[config.mk]
export PLATFORM = sky130hd
export DESIGN_NAME = axis_to_nseg_packer
export DESIGN_NICKNAME = d
export VERILOG_FILES = /design/src/rtl/axis_to_nseg_packer.sv
export SDC_FILE = /design/constraint.sdc
export NUM_CORES = 1
export LEC_CHECK = 0
export BUFFER_PORTS_ARGS = -buffer_cell sky130_fd_sc_hd__buf_2
export CAP_MARGIN = 10
export CORE_ASPECT_RATIO = 0.75
export CORE_MARGIN = 2
export CORE_UTILIZATION = 57
export DETAILED_ROUTE_END_ITERATION = 8
export PLACE_DENSITY = 0.79
export SLEW_MARGIN = 20
export SYNTH_ARGS = -nofsm -noshare
export SYNTH_HDL_FRONTEND = slang
export SYNTH_SLANG_ARGS = --single-unit
[constraint.sdc]
create_clock -name aclk -period 10.2 [get_ports aclk]
set_input_delay 1.02 -clock aclk [delete_from_list [all_inputs] [get_ports aclk]]
set_output_delay 1.02 -clock aclk [all_outputs]
set_load 0.01 [all_outputs]
[src/rtl/axis_to_nseg_packer.sv]
// AXI4-Stream to N-segment segmented-stream packer: one ingress beat becomes one egress word
// of NUM_SEG segments with per-segment ena/sop/eop/err/mty, buffered in a small egress FIFO.
module axis_to_nseg_packer #(
  parameter int NUM_SEG    = 2,
  parameter int SEG_DW     = 128,
  parameter int MTY_W      = 4,
  parameter int TID_WIDTH  = 6,
  parameter int EGR_TID_W  = 3,
  parameter int FIFO_DEPTH = 4,
  parameter int CNT_W      = 32
) (
  input  logic                              aclk,
  input  logic                              arstn,
  output logic                              axis_s_tready,
  input  logic                              axis_s_tvalid,
  input  logic [NUM_SEG*SEG_DW-1:0]         axis_s_tdata,
  input  logic [NUM_SEG*(SEG_DW/8)-1:0]     axis_s_tkeep,
  input  logic                              axis_s_tlast,
  input  logic [TID_WIDTH-1:0]              axis_s_tid,
  input  logic                              axiseg_ready,
  output logic                              axiseg_valid,
  output logic [EGR_TID_W-1:0]              axiseg_tid,
  output logic [NUM_SEG*SEG_DW-1:0]         axiseg_tdata,
  output logic [NUM_SEG-1:0]                axiseg_tuser_ena,
  output logic [NUM_SEG-1:0]                axiseg_tuser_sop,
  output logic [NUM_SEG-1:0]                axiseg_tuser_eop,
  output logic [NUM_SEG-1:0]                axiseg_tuser_err,
  output logic [NUM_SEG*MTY_W-1:0]          axiseg_tuser_mty,
  input  logic                              err_clr,
  output logic                              err_alignment,
  output logic [CNT_W-1:0]                  pkt_cnt
);

  localparam int SEG_BY = SEG_DW / 8;
  localparam int DW     = NUM_SEG * SEG_DW;
  localparam int KW     = NUM_SEG * SEG_BY;
  localparam int PTR_W  = (FIFO_DEPTH > 1) ? $clog2(FIFO_DEPTH) : 1;
  localparam logic [PTR_W:0] DEPTH_C = (PTR_W + 1)'(FIFO_DEPTH);

  localparam logic [0:0] ST_SOP_WAIT = 1'b0;
  localparam logic [0:0] ST_IN_PKT   = 1'b1;

  function automatic logic [MTY_W-1:0] empty_bytes(input logic [SEG_BY-1:0] keep);
    int ones;
    ones = 0;
    for (int i = 0; i < SEG_BY; i++) ones += int'(keep[i]);
    return MTY_W'(SEG_BY - ones);
  endfunction

  logic [0:0]           state_q, state_d;
  logic [TID_WIDTH-1:0] tid_q, tid_d;
  logic [PTR_W-1:0]     wr_ptr_q, wr_ptr_d, rd_ptr_q, rd_ptr_d;
  logic [PTR_W:0]       count_q, count_d;
  logic                 err_q, err_d;
  logic [CNT_W-1:0]     pkt_cnt_q, pkt_cnt_d;
  logic                 rdy_en_q, rdy_en_d;

  logic [DW-1:0]            mem_data [FIFO_DEPTH];
  logic [NUM_SEG-1:0]       mem_ena  [FIFO_DEPTH];
  logic [NUM_SEG-1:0]       mem_sop  [FIFO_DEPTH];
  logic [NUM_SEG-1:0]       mem_eop  [FIFO_DEPTH];
  logic [NUM_SEG-1:0]       mem_err  [FIFO_DEPTH];
  logic [NUM_SEG*MTY_W-1:0] mem_mty  [FIFO_DEPTH];
  logic [EGR_TID_W-1:0]     mem_tid  [FIFO_DEPTH];

  logic [NUM_SEG-1:0]       b_ena, b_sop, b_eop, b_err, lo_mask, hi_mask;
  logic [NUM_SEG*MTY_W-1:0] b_mty;
  logic [EGR_TID_W-1:0]     b_tid;
  logic                     keep_zero, keep_full, keep_gap, beat_err;
  logic                     push, pop, fifo_valid;
  int                       eop_ones;

  assign fifo_valid    = (count_q != '0);
  assign axis_s_tready = rdy_en_q && (count_q < DEPTH_C);
  assign push          = axis_s_tvalid && axis_s_tready;
  assign pop           = fifo_valid && axiseg_ready;

  // Per-beat segment flags; a gap anywhere in keep (a 1 above a 0) counts as misalignment.
  always_comb begin
    b_ena     = '0;
    b_sop     = '0;
    b_eop     = '0;
    b_err     = '0;
    b_mty     = '0;
    lo_mask   = '0;
    hi_mask   = '0;
    keep_gap  = 1'b0;
    keep_zero = ~|axis_s_tkeep;
    keep_full = &axis_s_tkeep;
    for (int k = 0; k < NUM_SEG; k++) b_ena[k] = |axis_s_tkeep[k*SEG_BY +: SEG_BY];
    for (int i = 1; i < KW; i++)
      if (axis_s_tkeep[i] && !axis_s_tkeep[i-1]) keep_gap = 1'b1;
    for (int k = 0; k < NUM_SEG; k++)
      if (b_ena[k]) begin
        hi_mask    = '0;
        hi_mask[k] = 1'b1;
      end
    for (int k = NUM_SEG - 1; k >= 0; k--)
      if (b_ena[k]) begin
        lo_mask    = '0;
        lo_mask[k] = 1'b1;
      end
    beat_err = (!axis_s_tlast && !keep_full) || keep_gap ||
               ((state_q == ST_IN_PKT) && (axis_s_tid != tid_q)) ||
               (axis_s_tlast && keep_zero);
    if (axis_s_tlast && keep_zero) begin
      // An empty end-of-packet beat still has to close the packet, so it is forced onto segment 0.
      b_ena = NUM_SEG'(1);
      b_eop = NUM_SEG'(1);
      b_err = NUM_SEG'(1);
      if (state_q == ST_SOP_WAIT) b_sop = NUM_SEG'(1);
      b_mty[MTY_W-1:0] = MTY_W'(SEG_BY - 1);
    end else begin
      if (state_q == ST_SOP_WAIT) b_sop = lo_mask;
      if (axis_s_tlast) b_eop = hi_mask;
      if (beat_err) b_err = hi_mask;
      for (int k = 0; k < NUM_SEG; k++)
        if (axis_s_tlast && hi_mask[k])
          b_mty[k*MTY_W +: MTY_W] = empty_bytes(axis_s_tkeep[k*SEG_BY +: SEG_BY]);
    end
  end

  assign b_tid = (state_q == ST_SOP_WAIT) ? axis_s_tid[EGR_TID_W-1:0] : tid_q[EGR_TID_W-1:0];

  always_comb begin
    eop_ones = 0;
    for (int k = 0; k < NUM_SEG; k++) eop_ones += int'(mem_eop[rd_ptr_q][k]);
  end

  always_comb begin
    state_d   = state_q;
    tid_d     = tid_q;
    wr_ptr_d  = wr_ptr_q;
    rd_ptr_d  = rd_ptr_q;
    count_d   = count_q;
    err_d     = err_q;
    pkt_cnt_d = pkt_cnt_q;
    rdy_en_d  = 1'b1;
    if (push) begin
      wr_ptr_d = wr_ptr_q + PTR_W'(1);
      state_d  = axis_s_tlast ? ST_SOP_WAIT : ST_IN_PKT;
      if (state_q == ST_SOP_WAIT) tid_d = axis_s_tid;
    end
    if (pop) begin
      rd_ptr_d  = rd_ptr_q + PTR_W'(1);
      pkt_cnt_d = pkt_cnt_q + CNT_W'(eop_ones);
    end
    case ({push, pop})
      2'b10:   count_d = count_q + (PTR_W + 1)'(1);
      2'b01:   count_d = count_q - (PTR_W + 1)'(1);
      default: count_d = count_q;
    endcase
    if (push && beat_err) err_d = 1'b1;
    else if (err_clr)     err_d = 1'b0;
  end

  always_ff @(posedge aclk or negedge arstn) begin
    if (!arstn) begin
      state_q   <= ST_SOP_WAIT;
      tid_q     <= '0;
      wr_ptr_q  <= '0;
      rd_ptr_q  <= '0;
      count_q   <= '0;
      err_q     <= 1'b0;
      pkt_cnt_q <= '0;
      rdy_en_q  <= 1'b0;
    end else begin
      state_q   <= state_d;
      tid_q     <= tid_d;
      wr_ptr_q  <= wr_ptr_d;
      rd_ptr_q  <= rd_ptr_d;
      count_q   <= count_d;
      err_q     <= err_d;
      pkt_cnt_q <= pkt_cnt_d;
      rdy_en_q  <= rdy_en_d;
    end
  end

  // Storage needs no reset: entries are only visible through a non-empty count.
  always_ff @(posedge aclk) begin
    if (push) begin
      mem_data[wr_ptr_q] <= axis_s_tdata;
      mem_ena[wr_ptr_q]  <= b_ena;
      mem_sop[wr_ptr_q]  <= b_sop;
      mem_eop[wr_ptr_q]  <= b_eop;
      mem_err[wr_ptr_q]  <= b_err;
      mem_mty[wr_ptr_q]  <= b_mty;
      mem_tid[wr_ptr_q]  <= b_tid;
    end
  end

  assign axiseg_valid     = fifo_valid;
  assign axiseg_tdata     = fifo_valid ? mem_data[rd_ptr_q] : '0;
  assign axiseg_tuser_ena = fifo_valid ? mem_ena[rd_ptr_q]  : '0;
  assign axiseg_tuser_sop = fifo_valid ? mem_sop[rd_ptr_q]  : '0;
  assign axiseg_tuser_eop = fifo_valid ? mem_eop[rd_ptr_q]  : '0;
  assign axiseg_tuser_err = fifo_valid ? mem_err[rd_ptr_q]  : '0;
  assign axiseg_tuser_mty = fifo_valid ? mem_mty[rd_ptr_q]  : '0;
  assign axiseg_tid       = fifo_valid ? mem_tid[rd_ptr_q]  : '0;
  assign err_alignment    = err_q;
  assign pkt_cnt          = pkt_cnt_q;

endmodule

# After elaboration in Yosys (flattened, before gate mapping)
# Memory sizes are Yosys's and may differ from the RTL's.
# Cells that the tools add are included.
word_totals:
  ff_bits: 48
  in_bits: 300
  output_inout_bits: 310
  rom_bits: 0
  n_memories: 7
  ram_bits: 1100
  word_cells: 204
  latchBits: 0
op_classes:
  n_lt_le_gt_ge: 1
  shift: 0
  n_mux: 61
  div_mod_pow: 0
  add_sub_neg: 38
  n_reduce_logical: 85
  bitwise: 1
  n_eq_ne: 3
  multipliers: 0
memory_table:
  columns: ["memory", "depth", "word_bits", "rd", "rd_clocked_by_memory_dff", "write_ports", "line_no", "text"]
  rows:
  - ["mem_data", 4, 256, 1, 0, 1, "58", "logic [DW-1:0] mem_data [FIFO_DEPTH];"]
  - ["mem_mty", 4, 8, 1, 0, 1, "63", "logic [NUM_SEG*MTY_W-1:0] mem_mty [FIFO_DEPTH];"]
  - ["mem_tid", 4, 3, 1, 0, 1, "64", "logic [EGR_TID_W-1:0] mem_tid [FIFO_DEPTH];"]
  - ["mem_ena", 4, 2, 1, 0, 1, "59", "logic [NUM_SEG-1:0] mem_ena [FIFO_DEPTH];"]
  - ["mem_eop", 4, 2, 1, 0, 1, "61", "logic [NUM_SEG-1:0] mem_eop [FIFO_DEPTH];"]
  - ["mem_err", 4, 2, 1, 0, 1, "62", "logic [NUM_SEG-1:0] mem_err [FIFO_DEPTH];"]
  - ["+1 memories", null, null, null, null, null, null, null]
op_table:
  columns: ["op", "n"]
  rows:
  - ["256-bit 2-to-1 mux", 1]
  - ["4-bit by 1-bit adder with 4-bit output", 24]
  - ["1-bit logical AND", 40]
  - ["1-bit 2-to-1 mux", 38]
  - ["1-bit logical NOT", 34]
  - ["32-bit by 2-bit adder with 32-bit output", 1]
  - ["32-bit AND reduction", 1]
  - ["16-bit OR reduction", 2]
  - ["32-bit OR reduction", 1]
  - ["2-bit 2-to-1 mux", 14]
  - ["4-bit 2-to-1 mux", 4]
  - ["3-bit by 1-bit adder with 4-bit output", 2]
  - ["8-bit 2-to-1 mux", 1]
  - ["1-bit by 4-bit subtractor with 4-bit output, first input constant", 2]
  - ["1-bit by 1-bit adder with 2-bit output", 3]
  - ["2-bit by 1-bit adder with 3-bit output", 2]
  - ["3-bit 2-to-1 mux", 2]
  - ["6-bit != test", 1]
  - ["3-bit case mux with 2 select lines", 1]
  - ["2-bit by 1-bit adder with 2-bit output, second input constant", 2]
  - ["2-bit nonzero test", 2]
  - ["3-bit by 1-bit adder with 3-bit output, second input constant", 1]
  - ["1-bit logical OR", 3]
  - ["3-bit < comparator, second input constant", 1]
  - ["6 further kinds", 6]

# Logic depth before layout (Yosys ltp)
# Gate-level depths: netlist of the first run.
depth:
  ltp_word: 38
  ltp_mapped: 15
  mapped_depth_nobuf: 15

# Worst setup path after synthesis of the first run
# OpenSTA, ideal clock, no wires.
synth_path:
  kind: "input -> register"
  start: "input axis_s_tvalid"
  end: "memory mem_data[0][0] in the netlist's numbering (enable)"
  required_time_ns: 9.527
  arrival_time_ns: 7.329
  setup_ns: 0.673
  n_path_buf: 0
  slack_ns: 2.197
  path_stages: 1
  cell_sequence: "and3_1"
synth_via:
  elab_chain_len: 3
synth_lines:
  columns: ["item", "line_no", "text"]
  rows:
  - ["start, declared", "15", "input logic axis_s_tvalid,"]
  - ["1-bit logical AND", "75", "assign push = axis_s_tvalid && axis_s_tready;"]
  - ["1-bit 2-to-1 mux", "181", "if (push) begin"]
  - ["1-bit 2-to-1 mux (not written as such)", "182", "mem_data[wr_ptr_q] <= axis_s_tdata;"]
  - ["end, declared", "58", null]
# No other way between the ends.

# Worst setup path in the final report of the first run
layout_path:
  start: "register rd_ptr_q[0]"
  end: "output axiseg_tdata[241]"
layout_via:
  elab_chain_len: 2
layout_lines:
  columns: ["item", "line_no", "text"]
  rows:
  - ["start, declared", "52", "logic [PTR_W-1:0] wr_ptr_q, wr_ptr_d, rd_ptr_q, rd_ptr_d;"]
  - ["start signal, assigned", "171", "rd_ptr_q <= rd_ptr_d;"]
  - ["memory 4 x 256 bit", null, null]
  - ["256-bit 2-to-1 mux", "193", "assign axiseg_tdata = fifo_valid ? mem_data[rd_ptr_q] : '0;"]
  - ["end, declared", "23", "output logic [NUM_SEG*SEG_DW-1:0] axiseg_tdata,"]
# No other way between the ends.

==> results_tabular.tex, run 1 <==
\begin{tabular}{lr}
\hline
Metric & Value \\
\hline
\multicolumn{2}{l}{\textbf{Pwr}} \\
Sw Pwr & 0.00431 W \\
Switch share & 0.305 \\
Static leakage & 18.6 nW \\
Flop pwr share & 0.411 \\
Logic gate share of total power & 0.322 \\
Largest vdd supply drop & 0.000218 V \\
Cell-internal power & approximately 0.0098 W \\
Total power of the final layout & around 0.014 W \\
Clk pwr share & 0.267 \\
P per Cell Area & 268 nW/µm² \\
\multicolumn{2}{l}{\textbf{Logic synthesis}} \\
Synth Area per Inst & 21.2 µm² \\
Yosys warns & 0 \\
Synth area leader & sky130\_fd\_sc\_hd\_\_edfxtp\_1 \\
Flip-flop cell with the highest count after synthesis & sky130\_fd\_sc\_hd\_\_edfxtp\_1 \\
Post-synthesis register bit count & 1148 \\
Top cells by area, synth & sky130\_fd\_sc\_hd\_\_edfxtp\_1 (73\%), sky130\_fd\_sc\_hd\_\_mux4\_2 (14\%), sky130\_fd\_sc\_hd\_\_and2\_1 (3.9\%) \\
Share of flip-flops with an asynchronous set or reset & 0.0418 \\
Post-synth net total & 2495 \\
Post-synthesis cell type count & 44 \\
Synthesized area & 45200 µm² \\
Post-synth EDFFs & 1100 \\
Fraction of synthesized cell area taken by the top area cell type & 0.731 \\
Post-Syn Instances & 2130 \\
Sequential cell area fraction in the yosys report & 0.758 \\
\multicolumn{2}{l}{\textbf{Worst hold path}} \\
Worst Hold Class & in2async \\
\multicolumn{2}{l}{\textbf{Floorplan}} \\
Core region area & $\sim$80000 µm² \\
Ports placed on the boundary & 610 \\
Die boundary height & between 200 and 250 µm \\
Placement Rows & 89 \\
Die Footprint & 81500 µm² \\
Horizontal extent of the die & 329 µm \\
Initial core utilization & 0.575 \\
\multicolumn{2}{l}{\textbf{STA}} \\
Number of setup violations in the final report & 0 \\
Slew of the pin with the lowest slew margin & 1.27 ns \\
Number of pins with negative max-slew slack in the final report & 0 \\
Final critical-path share of the clock period & 0.507 \\
Unrepaired setup endpoints after global routing & false \\
Post-route minimum period & 5.17 ns \\
Maximum frequency from static timing analysis & 193 MHz \\
Worst Skew & about 0.025 ns \\
Rel. slew slack & 0.153 \\
Total negative setup slack & 0 ns \\
Hold Fails Final Rpt & 0 \\
\multicolumn{2}{l}{\textbf{Routing}} \\
Vias per std cell & 5.75 \\
Drt first pass iters & 5 \\
1st-iter DRT viols & 1752 \\
Wire length per cell & 25.0 µm \\
Antenna viol nets, final & 0 \\
Detailed-route via count & $\sim$23000 \\
Post-detailed-routing wire length & 98200 µm \\
DRC Markers & 0 \\
\multicolumn{2}{l}{\textbf{CTS}} \\
Maximum clock path buffer count & 3 \\
Post-cts sizing count & 0 \\
Master cell of the clock root buffer & sky130\_fd\_sc\_hd\_\_clkbuf\_16 \\
CTS tree & yes \\
Count of hold-fix buffers inserted at cts & 0 \\
Clk sink count & 1148 \\
Clock-pin slew on the worst setup and hold paths & 0.06 ns \\
Number of buffers inserted by post-CTS setup repair & 0 \\
Latest clock arrival within the worst-skew pair & between 0.6 and 0.7 ns \\
Depth of the CTS H-tree & 3 \\
Inserted Clock Buffers & between 100 and 150 \\
\multicolumn{2}{l}{\textbf{Final layout}} \\
Nets@finish & 3136 \\
Non-filler instance count after layout & approximately 3900 \\
Area added between synthesis and finish & 16.8\% \\
Ratio of cells with drive above 1 in the final layout & 0.377 \\
Most frequent standard cell in the layout excluding fill and tap cells & sky130\_fd\_sc\_hd\_\_edfxtp\_1 \\
Commonest non-fill, non-tap cells in the layout & sky130\_fd\_sc\_hd\_\_edfxtp\_1 (1100), sky130\_fd\_sc\_hd\_\_buf\_2 (609), sky130\_fd\_sc\_hd\_\_and2\_1 (283), sky130\_fd\_sc\_hd\_\_mux4\_2 (275), sky130\_fd\_sc\_hd\_\_clkbuf\_16 (104) \\
Post-route core utilization & 0.671 \\
\multicolumn{2}{l}{\textbf{Place}} \\
Number of buffer cells added on primary ports & approximately 600 \\
Post-detail-place hpwl & $\sim$59000 µm \\
Global placement routability congestion & $\sim$0.87 \\
Placed Cells incl. Taps & 3712 \\
\multicolumn{2}{l}{\textbf{Outcome}} \\
Status & completed \\
\multicolumn{2}{l}{\textbf{Worst setup path}} \\
Crit path required time & slightly above 9 ns \\
Worst Setup Start Kind & flip-flop \\
Largest fanout on the critical path & 86 \\
Sort of element at the end of the critical path & primary output \\
Data arrival at the endpoint of the critical path & 4.15 ns \\
Setup Crit Path Kind & reg2out \\
\multicolumn{2}{l}{\textbf{Global route}} \\
Global routing usage summed across all routing layers & 0.239 \\
Total congestion overflow after global routing & 0 \\
Pin count of the biggest net entering global routing & 153 \\
Vias in the first global route & between 20000 and 25000 \\
Wire length of the first global-routing pass & 145000 µm \\
Number of antenna violations at the first check in global routing & 31 \\
\multicolumn{2}{l}{\textbf{Job}} \\
Max-capacitance violation count & 0 \\
\hline
\end{tabular}
-- metal layers --
| metal | share of wire | vias up | global-route usage |
|---|---|---|---|
| met1 | 0.38 | 11800 | 0.314 |
| met5 | 0.0020 | - | 0 |
| li1 | - | 9776 | - |
| met2 | 0.52 | 804 | 0.400 |
| met3 | 0.070 | 164 | 0.0562 |
| met4 | 0.024 | 28 | 0.0745 |
-- per-stage QoR --
step                worst slack [ns]  area (µm²)  hold slack, ns
floorplan                       2.20       45200           0.501
global placement                5.38       49400           0.461
detailed placement              5.37       49400           0.466
CTS                             4.81       52700           0.451
global route                    4.60       52700           0.485
finish                          5.03       52800           0.461
-- final timing paths --
kind                                    startpoint                       to  slack [ns]  depth (start not counted)
max in group asynchronous                    arstn  rd_ptr_q[0]$_DFFE_PN0P_        9.24                          2
setup reg to reg           rd_ptr_q[0]$_DFFE_PN0P_  pkt_cnt[24]$_DFFE_PN0P_        5.67                         11
min in group aclk          pkt_cnt[31]$_DFFE_PN0P_  pkt_cnt[31]$_DFFE_PN0P_        0.48                          1
hold reg to reg            pkt_cnt[31]$_DFFE_PN0P_  pkt_cnt[31]$_DFFE_PN0P_        0.48                          1
setup / recovery           rd_ptr_q[0]$_DFFE_PN0P_        axiseg_tdata[241]        5.03                          5
hold / removal                               arstn   pkt_cnt[5]$_DFFE_PN0P_        0.46                          2
-- worst max-delay path, stage by stage, from the launching register on --
cell and delay [ns]:
sky130_fd_sc_hd__dfrtp_4 1.01, sky130_fd_sc_hd__buf_4 0.74, sky130_fd_sc_hd__buf_12 0.58, sky130_fd_sc_hd__mux4_2 0.70, sky130_fd_sc_hd__and2_1 0.21, sky130_fd_sc_hd__buf_2 0.14
-- sequential cells by signal, summed over array words and instances, names as in the netlist --
name           cells
count_q            3
err_alignment      1
mem_data        1024
mem_ena            8
mem_eop            8
mem_err            8
mem_mty           32
mem_sop            8
mem_tid           12
pkt_cnt           32
rd_ptr_q           2
rdy_en_q           1
state_q            1
tid_q              6
wr_ptr_q           2
-- cell families after synthesis --
kind of cell             count (synthesis)  share of synthesized area
AO/OA/AOI/OAI                           19                    0.00299
XOR/XNOR                                48                    0.00931
adder cells (fa/ha/maj)                 65                     0.0217
buffers and inverters                  156                     0.0141
flip-flops                            1148                      0.758
multiplexers                           284                      0.139
other                                    1                  0.0000830
AND/OR/NAND/NOR                        409                     0.0547
-- cell type report --
| type | count | area [µm²] |
|---|---|---|
| diodes | 18 | 45.0 |
| flip-flops and latches | 1148 | 34200 |
| repair buffers | 630 | 3280 |
| fillers | 5042 | 25900 |
| clock inverters | 51 | 490 |
| inverters | 62 | 238 |
| clock buffers | 139 | 2820 |
| multi-input cells | 826 | 10300 |
| well taps | 1046 | 1310 |
-- synth_stat cells (3+ instances only) --
| cell | n |
|---|---|
| sky130_fd_sc_hd__buf_2 | 31 |
| sky130_fd_sc_hd__nor2b_1 | 4 |
| sky130_fd_sc_hd__mux4_2 | 275 |
| sky130_fd_sc_hd__xnor2_1 | 31 |
| sky130_fd_sc_hd__ha_1 | 43 |
| sky130_fd_sc_hd__nand3_1 | 10 |
| sky130_fd_sc_hd__o21ai_0 | 5 |
| sky130_fd_sc_hd__nand2b_1 | 5 |
| sky130_fd_sc_hd__nand4_1 | 14 |
| sky130_fd_sc_hd__inv_1 | 61 |
| sky130_fd_sc_hd__edfxtp_1 | 1100 |
| sky130_fd_sc_hd__mux2_2 | 9 |
| sky130_fd_sc_hd__o221ai_1 | 3 |
| sky130_fd_sc_hd__xor2_1 | 17 |
| sky130_fd_sc_hd__buf_4 | 3 |
| sky130_fd_sc_hd__and2_1 | 283 |
| sky130_fd_sc_hd__dfrtp_1 | 48 |
| sky130_fd_sc_hd__and3_1 | 15 |
| sky130_fd_sc_hd__a21oi_1 | 5 |
| sky130_fd_sc_hd__nor4_1 | 6 |
| sky130_fd_sc_hd__nor2_1 | 23 |
| sky130_fd_sc_hd__clkbuf_1 | 55 |
| sky130_fd_sc_hd__nand2_1 | 27 |
| sky130_fd_sc_hd__buf_1 | 5 |
| sky130_fd_sc_hd__nor3_1 | 8 |
| sky130_fd_sc_hd__fa_1 | 22 |
-- power groups by stage --
stage                     sequential, W  clock [W]  combinational [W]
final                           0.00581    0.00378            0.00455
after global routing            0.00585    0.00402            0.00489
after CTS                       0.00582    0.00384            0.00463
after detailed placement        0.00591          0            0.00458
after global placement          0.00588          0            0.00455
after floorplan                 0.00586          0            0.00299
Note: power is estimated with default switching activity, not from simulation.
==> inputs of run 2 (changes only) <==
==> constraint.sdc (replaced) <==
create_clock -name aclk -period 4.8 [get_ports aclk]
set_input_delay 0.48 -clock aclk [delete_from_list [all_inputs] [get_ports aclk]]
set_output_delay 0.48 -clock aclk [all_outputs]
set_load 0.01 [all_outputs]
==> run 2 against run 1 <==
Compared with the run above:
- first-iteration DRC count up 6.2%
- register-to-register slack worse by 3.9 ns
- routed wire length up 3.2%
- critical path depth down 1
- sequential share of layout area down 1.7 points
- sequential power up 110%
- clock skew down 0.0017 ns
- non-clock buffer count up 133
- count of clock-buffer cells in the layout down 5
- highest routed layer unchanged
- via count up 2.4%
==> results_tabular.tex, run 2 (synthesis results as in run 1) <==
\begin{tabular}{lr}
\hline
Metric & Value \\
\hline
\multicolumn{2}{l}{\textbf{Outcome}} \\
Status & completed \\
\multicolumn{2}{l}{\textbf{CTS}} \\
Clock-pin slew on the worst setup and hold paths & roughly 0.06 ns \\
Clk sink count & 1148 \\
CTS tree & yes \\
Depth of the CTS H-tree & 3 \\
Number of buffers inserted by post-CTS setup repair & 0 \\
Maximum clock path buffer count & 3 \\
Master cell of the clock root buffer & sky130\_fd\_sc\_hd\_\_clkbuf\_16 \\
Inserted Clock Buffers & 105 \\
Latest clock arrival within the worst-skew pair & between 0.6 and 0.7 ns \\
\multicolumn{2}{l}{\textbf{Global route}} \\
Vias in the first global route & about 25000 \\
Gr busiest metal & met2 \\
GRT met3 Usage & 0.0547 \\
Pin count of the biggest net entering global routing & 133 \\
Wire length of the first global-routing pass & around 150000 µm \\
Global routing usage summed across all routing layers & 0.246 \\
GRT met2 Usage & 0.417 \\
Met1 Usage GRT & 0.318 \\
Number of antenna violations at the first check in global routing & 26 \\
Total congestion overflow after global routing & 0 \\
\multicolumn{2}{l}{\textbf{Routing}} \\
Wire length per cell & about 25 µm \\
Detailed-route via count & about 23000 \\
DRC Markers & 0 \\
Drt first pass iters & 7 \\
1st-iter DRT viols & 1861 \\
Vias per std cell & 5.69 \\
Antenna viol nets, final & 0 \\
Post-detailed-routing wire length & approximately 100000 µm \\
\multicolumn{2}{l}{\textbf{Place}} \\
Global placement routability congestion & 0.888 \\
Number of buffer cells added on primary ports & 609 \\
Post-detail-place hpwl & 61900 µm \\
Worst setup timing slack at the placement stage & approximately 0.5 ns \\
Area after DPL & between 40000 and 50000 µm² \\
\multicolumn{2}{l}{\textbf{Worst setup path}} \\
Worst Setup Start Kind & flip-flop \\
Sort of element at the end of the critical path & primary output \\
Crit path required time & 4.32 ns \\
Critical path buffer and inverter count & 2 \\
Ordered cell list for the critical path & buf\_12 > mux4\_2 > and2\_1 > buf\_2 \\
Max incr delay on CP & 0.95 ns \\
Setup Crit Path Kind & reg2out \\
Largest fanout on the critical path & 114 \\
Data arrival at the endpoint of the critical path & 3.15 ns \\
Cell family with the largest share of critical-path delay & flip-flops \\
Library cell contributing the largest single delay on the critical path & sky130\_fd\_sc\_hd\_\_dfrtp\_4 \\
\multicolumn{2}{l}{\textbf{Final layout}} \\
Summed area of non-filler cells in the final layout & 54200 µm² \\
Commonest non-fill, non-tap cells in the layout & sky130\_fd\_sc\_hd\_\_edfxtp\_1 (1100), sky130\_fd\_sc\_hd\_\_buf\_2 (608), sky130\_fd\_sc\_hd\_\_and2\_1 (283), sky130\_fd\_sc\_hd\_\_mux4\_2 (275), sky130\_fd\_sc\_hd\_\_dlygate4sd3\_1 (110) \\
Ratio of cells with drive above 1 in the final layout & 0.368 \\
Max FFs per register & 1024 \\
Post-route core utilization & 0.689 \\
Area added between synthesis and finish & 20.0\% \\
Largest register by flop count & mem\_data \\
Nets@finish & 3271 \\
Most frequent standard cell in the layout excluding fill and tap cells & sky130\_fd\_sc\_hd\_\_edfxtp\_1 \\
\multicolumn{2}{l}{\textbf{STA}} \\
Maximum frequency from static timing analysis & between 200 and 300 MHz \\
Hold Fails Final Rpt & 0 \\
Slew of the pin with the lowest slew margin & 1.03 ns \\
Worst Skew & between 0.02 and 0.025 ns \\
Unrepaired setup endpoints after global routing & false \\
Number of pins with negative max-slew slack in the final report & 0 \\
Total negative setup slack & 0 ns \\
Final Worst Setup Slack & 1.17 ns \\
Final critical-path share of the clock period & 0.756 \\
Rel. slew slack & 0.313 \\
Post-route minimum period & 3.63 ns \\
Number of setup violations in the final report & 0 \\
\multicolumn{2}{l}{\textbf{Floorplan}} \\
Die boundary height & 248 µm \\
Horizontal extent of the die & 329 µm \\
Initial core utilization & 0.575 \\
Ports placed on the boundary & 610 \\
Die Footprint & 81500 µm² \\
Placement Rows & 89 \\
Core region area & 78600 µm² \\
\multicolumn{2}{l}{\textbf{Pwr}} \\
Largest vdd supply drop & 0.000386 V \\
P per Cell Area & 559 nW/µm² \\
Static leakage & 19.2 nW \\
Total power of the final layout & 0.0303 W \\
\multicolumn{2}{l}{\textbf{Job}} \\
Max-capacitance violation count & 0 \\
\multicolumn{2}{l}{\textbf{Worst hold path}} \\
Worst Hold Class & in2reg \\
\hline
\end{tabular}
[run 2: cell types whose count changed in the layout (fill, tap and decap cells not counted), moves of 2 or more]
cell                            delta
sky130_fd_sc_hd__dlygate4sd3_1   +110
sky130_fd_sc_hd__buf_4            +13
sky130_fd_sc_hd__buf_12           +12
sky130_fd_sc_hd__clkbuf_8          -5
sky130_fd_sc_hd__diode_2           +4
sky130_fd_sc_hd__clkinv_1          +3
sky130_fd_sc_hd__clkinv_2          +3
sky130_fd_sc_hd__clkinv_8          +3
sky130_fd_sc_hd__bufinv_16         +2
sky130_fd_sc_hd__clkinv_16         -2
[run 2: layer usage]
layer	wire length, µm	part of all wire
met1	38600	0.38
met3	6860	0.068
met5	83	0.00082
met2	52800	0.52
met4	2940	0.029
[run 2: layout make-up]
type / instances / area, µm²
antenna: 22 / 55.1
clock buffer: 134 / 2780
clock inverter: 59 / 542
fill: 4796 / 24400
inverter: 62 / 238
multi-input combinational: 826 / 10300
sequential: 1148 / 34200
tap: 1046 / 1310
timing repair buffer: 763 / 4710
[run 2: path summary, 6_finish.rpt]
check,startpoint,endpoint,slack (ns),cells past startpoint
setup / recovery,rd_ptr_q[1]$_DFFE_PN0P_,axiseg_tdata[43],1.17,4
hold / removal,axis_s_tdata[247],mem_data[2][247]$_DFFE_PP_,0.04,1
setup reg to reg,rd_ptr_q[1]$_DFFE_PN0P_,pkt_cnt[10]$_DFFE_PN0P_,1.76,9
hold reg to reg,pkt_cnt[31]$_DFFE_PN0P_,pkt_cnt[31]$_DFFE_PN0P_,0.49,1
max in group asynchronous,arstn,rd_ptr_q[0]$_DFFE_PN0P_,3.91,2
min in group asynchronous,arstn,pkt_cnt[26]$_DFFE_PN0P_,0.38,2
[run 2: timing repair]
item	CTS	global route
hold buffers	109	1
hold endpoints to repair	374	48
resized for setup	0	0
[run 2: stage by stage]
| stage | cells | hold slack (ns) |
|---|---|---|
| 2_1_floorplan | 2130 | 0.184 |
| 3_3_place_gp | 3735 | 0.460 |
| 3_5_place_dp | 3735 | 0.463 |
| 4_1_cts | 4037 | 0.00000350 |
| 5_1_grt | 4054 | 0.00734 |
| 6_report | 4060 | 0.0399 |
[run 2: power by group]
part	internal [W]	leakage, nW	total (W)	switching, W
Combinational	0.00467	7.02	0.00998	0.00531
Sequential	0.0119	10.6	0.0123	0.000393
Clock	0.00453	1.63	0.00809	0.00356
[run 2: worst reg2reg max path: cells and delay by family, from the launching register on]
family | cells | cell delay, ns
flops | 1 | 0.95
xor+xnor | 1 | 0.16
buf+inv | 2 | 0.18
mux | 1 | 0.36
simple gates | 3 | 0.71
fa+ha+maj | 2 | 0.61
==> inputs of run 3 (changes only) <==
==> constraint.sdc (replaced) <==
create_clock -name aclk -period 3.4 [get_ports aclk]
set_input_delay 0.34 -clock aclk [delete_from_list [all_inputs] [get_ports aclk]]
set_output_delay 0.34 -clock aclk [all_outputs]
set_load 0.01 [all_outputs]
==> run 3 against run 2 <==
Compared with the run above:
- hold slack gained 0.17 ns
- critical path depth grew 8
- final cell count grew 4.7%
- final area grew 3.9%
- sequential cell count is the same
- global-route usage grew 1.6 points
- largest power group unchanged
- highest routed layer unchanged
==> results_tabular.tex, run 3 (synthesis results as in run 1) <==
\begin{tabular}{lr}
\hline
Metric & Value \\
\hline
\multicolumn{2}{l}{\textbf{Outcome}} \\
Status & completed \\
\multicolumn{2}{l}{\textbf{Floorplan}} \\
Placement Rows & 89 \\
Horizontal extent of the die & 329 µm \\
Core region area & 78600 µm² \\
Initial core utilization & 0.575 \\
Ports placed on the boundary & 610 \\
Die boundary height & 248 µm \\
Die Footprint & 81500 µm² \\
\multicolumn{2}{l}{\textbf{Worst setup path}} \\
Sort of element at the end of the critical path & flip-flop \\
Crit path required time & roughly 3.8 ns \\
Worst Setup Start Kind & input pin \\
Largest fanout on the critical path & 4 \\
Setup Crit Path Kind & in2reg \\
Data arrival at the endpoint of the critical path & $\sim$3.8 ns \\
\multicolumn{2}{l}{\textbf{Pwr}} \\
Switch share & 0.308 \\
Cell-internal power & 0.0304 W \\
Largest vdd supply drop & 0.000891 V \\
Logic gate share of total power & 0.338 \\
Sw Pwr & between 0.01 and 0.015 W \\
Static leakage & 20.1 nW \\
Flop pwr share & 0.391 \\
Clk pwr share & 0.271 \\
P per Cell Area & 780 nW/µm² \\
\multicolumn{2}{l}{\textbf{CTS}} \\
CTS tree & yes \\
Clock-pin slew on the worst setup and hold paths & 0.07 ns \\
Maximum clock path buffer count & 3 \\
Master cell of the clock root buffer & sky130\_fd\_sc\_hd\_\_clkbuf\_16 \\
Latest clock arrival within the worst-skew pair & 0.67 ns \\
Clk sink count & around 1100 \\
Inserted Clock Buffers & 107 \\
Depth of the CTS H-tree & 3 \\
\multicolumn{2}{l}{\textbf{Place}} \\
Number of buffer cells added on primary ports & 609 \\
Area after DPL & approximately 50000 µm² \\
Worst setup timing slack at the placement stage & -0.800 ns \\
Placed Cells incl. Taps & 3766 \\
Post-detail-place hpwl & 62400 µm \\
Global placement routability congestion & 0.873 \\
\multicolumn{2}{l}{\textbf{Global route}} \\
Gr busiest metal & met2 \\
Vias in the first global route & $\sim$26000 \\
Met1 Usage GRT & 0.339 \\
GRT met3 Usage & 0.0527 \\
Pin count of the biggest net entering global routing & 140 \\
Number of antenna violations at the first check in global routing & 10 \\
GRT met2 Usage & 0.445 \\
Global routing usage summed across all routing layers & 0.262 \\
Total congestion overflow after global routing & 0 \\
Wire length of the first global-routing pass & roughly 160000 µm \\
\multicolumn{2}{l}{\textbf{Final layout}} \\
Most frequent standard cell in the layout excluding fill and tap cells & sky130\_fd\_sc\_hd\_\_edfxtp\_1 \\
Largest register by flop count & mem\_data \\
Area added between synthesis and finish & 24.7\% \\
Summed area of non-filler cells in the final layout & 56300 µm² \\
Post-route core utilization & 0.716 \\
Max FFs per register & 1024 \\
Non-filler instance count after layout & 4249 \\
Nets@finish & 3466 \\
Commonest non-fill, non-tap cells in the layout & sky130\_fd\_sc\_hd\_\_edfxtp\_1 (1100), sky130\_fd\_sc\_hd\_\_buf\_2 (608), sky130\_fd\_sc\_hd\_\_and2\_1 (282), sky130\_fd\_sc\_hd\_\_mux4\_2 (275), sky130\_fd\_sc\_hd\_\_dlygate4sd3\_1 (266) \\
Ratio of cells with drive above 1 in the final layout & 0.362 \\
\multicolumn{2}{l}{\textbf{STA}} \\
Final Worst Setup Slack & 0.0580 ns \\
Total negative setup slack & 0 ns \\
Post-route minimum period & 3.34 ns \\
Final critical-path share of the clock period & 0.983 \\
Number of pins with negative max-slew slack in the final report & 0 \\
Number of setup violations in the final report & 0 \\
Rel. slew slack & 0.316 \\
Worst Skew & 0.0176 ns \\
Slew of the pin with the lowest slew margin & around 1.0 ns \\
Hold Fails Final Rpt & 0 \\
Maximum frequency from static timing analysis & 299 MHz \\
\multicolumn{2}{l}{\textbf{Routing}} \\
Drt first pass iters & 5 \\
Wire length per cell & 25.3 µm \\
Vias per std cell & 5.73 \\
1st-iter DRT viols & 2055 \\
DRC Markers & 0 \\
Antenna viol nets, final & 0 \\
Post-detailed-routing wire length & between 100000 and 150000 µm \\
Detailed-route via count & approximately 24000 \\
\multicolumn{2}{l}{\textbf{Worst hold path}} \\
Worst Hold Class & in2reg \\
\multicolumn{2}{l}{\textbf{Job}} \\
Max-capacitance violation count & 0 \\
\hline
\end{tabular}
==> run 3: changes by cell type in the layout (fill, tap and decap cells not counted), sizes merged <==
cell / before / now
dlygate4sd3: 110 / 266
buf: 653 / 689
diode: 22 / 12
bufinv: 8 / 11
clkinv: 47 / 49
bufbuf: 0 / 1
inv: 65 / 66
==> run 3: cell type report <==
type,instances,area (µm²)
multi-input combinational,826,10400
antenna,12,30.0
timing repair buffer,956,6660
inverter,62,238
tap,1046,1310
clock inverter,65,671
fill,4572,22300
sequential,1148,34200
clock buffer,134,2810
==> run 3: power groups by stage <==
stage | logic (W) | clock network (W) | registers [W]
2_1_floorplan | 0.00896 | 0 | 0.0174
3_3_place_gp | 0.0141 | 0 | 0.0173
3_5_place_dp | 0.0142 | 0 | 0.0174
4_1_cts | 0.0147 | 0.0120 | 0.0172
5_1_grt | 0.0159 | 0.0126 | 0.0172
6_report | 0.0149 | 0.0119 | 0.0172
==> run 3: stage by stage <==
stage | hold slack [ns] | total power (W)
after floorplan | 0.0444 | 0.0264
after global placement | 0.450 | 0.0315
after CTS | 0.157 | 0.0439
after global routing | 0.175 | 0.0457
final | 0.209 | 0.0439
after detailed placement | 0.466 | 0.0317
==> run 3: layer usage <==
| metal | wire, µm | up-vias |
|---|---|---|
| li1 | - | 10400 |
| met1 | 39900 | 12600 |
| met2 | 56300 | 1072 |
| met3 | 7680 | 207 |
| met4 | 3770 | 4 |
| met5 | 27 | - |
==> run 3: final timing paths <==
kind	from	end	slack (ns)	cells after the start
setup / recovery	axis_s_tkeep[23]	mem_mty[3][7]$_DFFE_PP_	0.06	12
hold / removal	axis_s_tvalid	mem_mty[3][2]$_DFFE_PP_	0.21	2
setup reg to reg	rd_ptr_q[0]$_DFFE_PN0P_	pkt_cnt[16]$_DFFE_PN0P_	0.66	10
hold reg to reg	pkt_cnt[31]$_DFFE_PN0P_	pkt_cnt[31]$_DFFE_PN0P_	0.48	1
max in group asynchronous	arstn	err_alignment$_DFFE_PN0P_	2.38	3
min in group asynchronous	arstn	pkt_cnt[24]$_DFFE_PN0P_	0.30	2
==> run 3: worst max-delay path: stages <==
cell and delay (ns):
sky130_fd_sc_hd__buf_2 0.12, sky130_fd_sc_hd__fa_1 0.46, sky130_fd_sc_hd__ha_4 0.24, sky130_fd_sc_hd__fa_1 0.57, sky130_fd_sc_hd__fa_2 0.46, sky130_fd_sc_hd__fa_2 0.40, sky130_fd_sc_hd__fa_1 0.52, sky130_fd_sc_hd__inv_1 0.05
sky130_fd_sc_hd__ha_2 0.16, sky130_fd_sc_hd__xor2_1 0.14, sky130_fd_sc_hd__xnor2_1 0.12, sky130_fd_sc_hd__and2_4 0.17
==> run 3: timing repair <==
action	in CTS	in global routing
setup buffers	0	5
setup endpoints to repair	50	22
hold buffers	266	0
hold endpoints to repair	1068	0
gates cloned	1	0
resized for setup	6	14
pin swaps	3	12
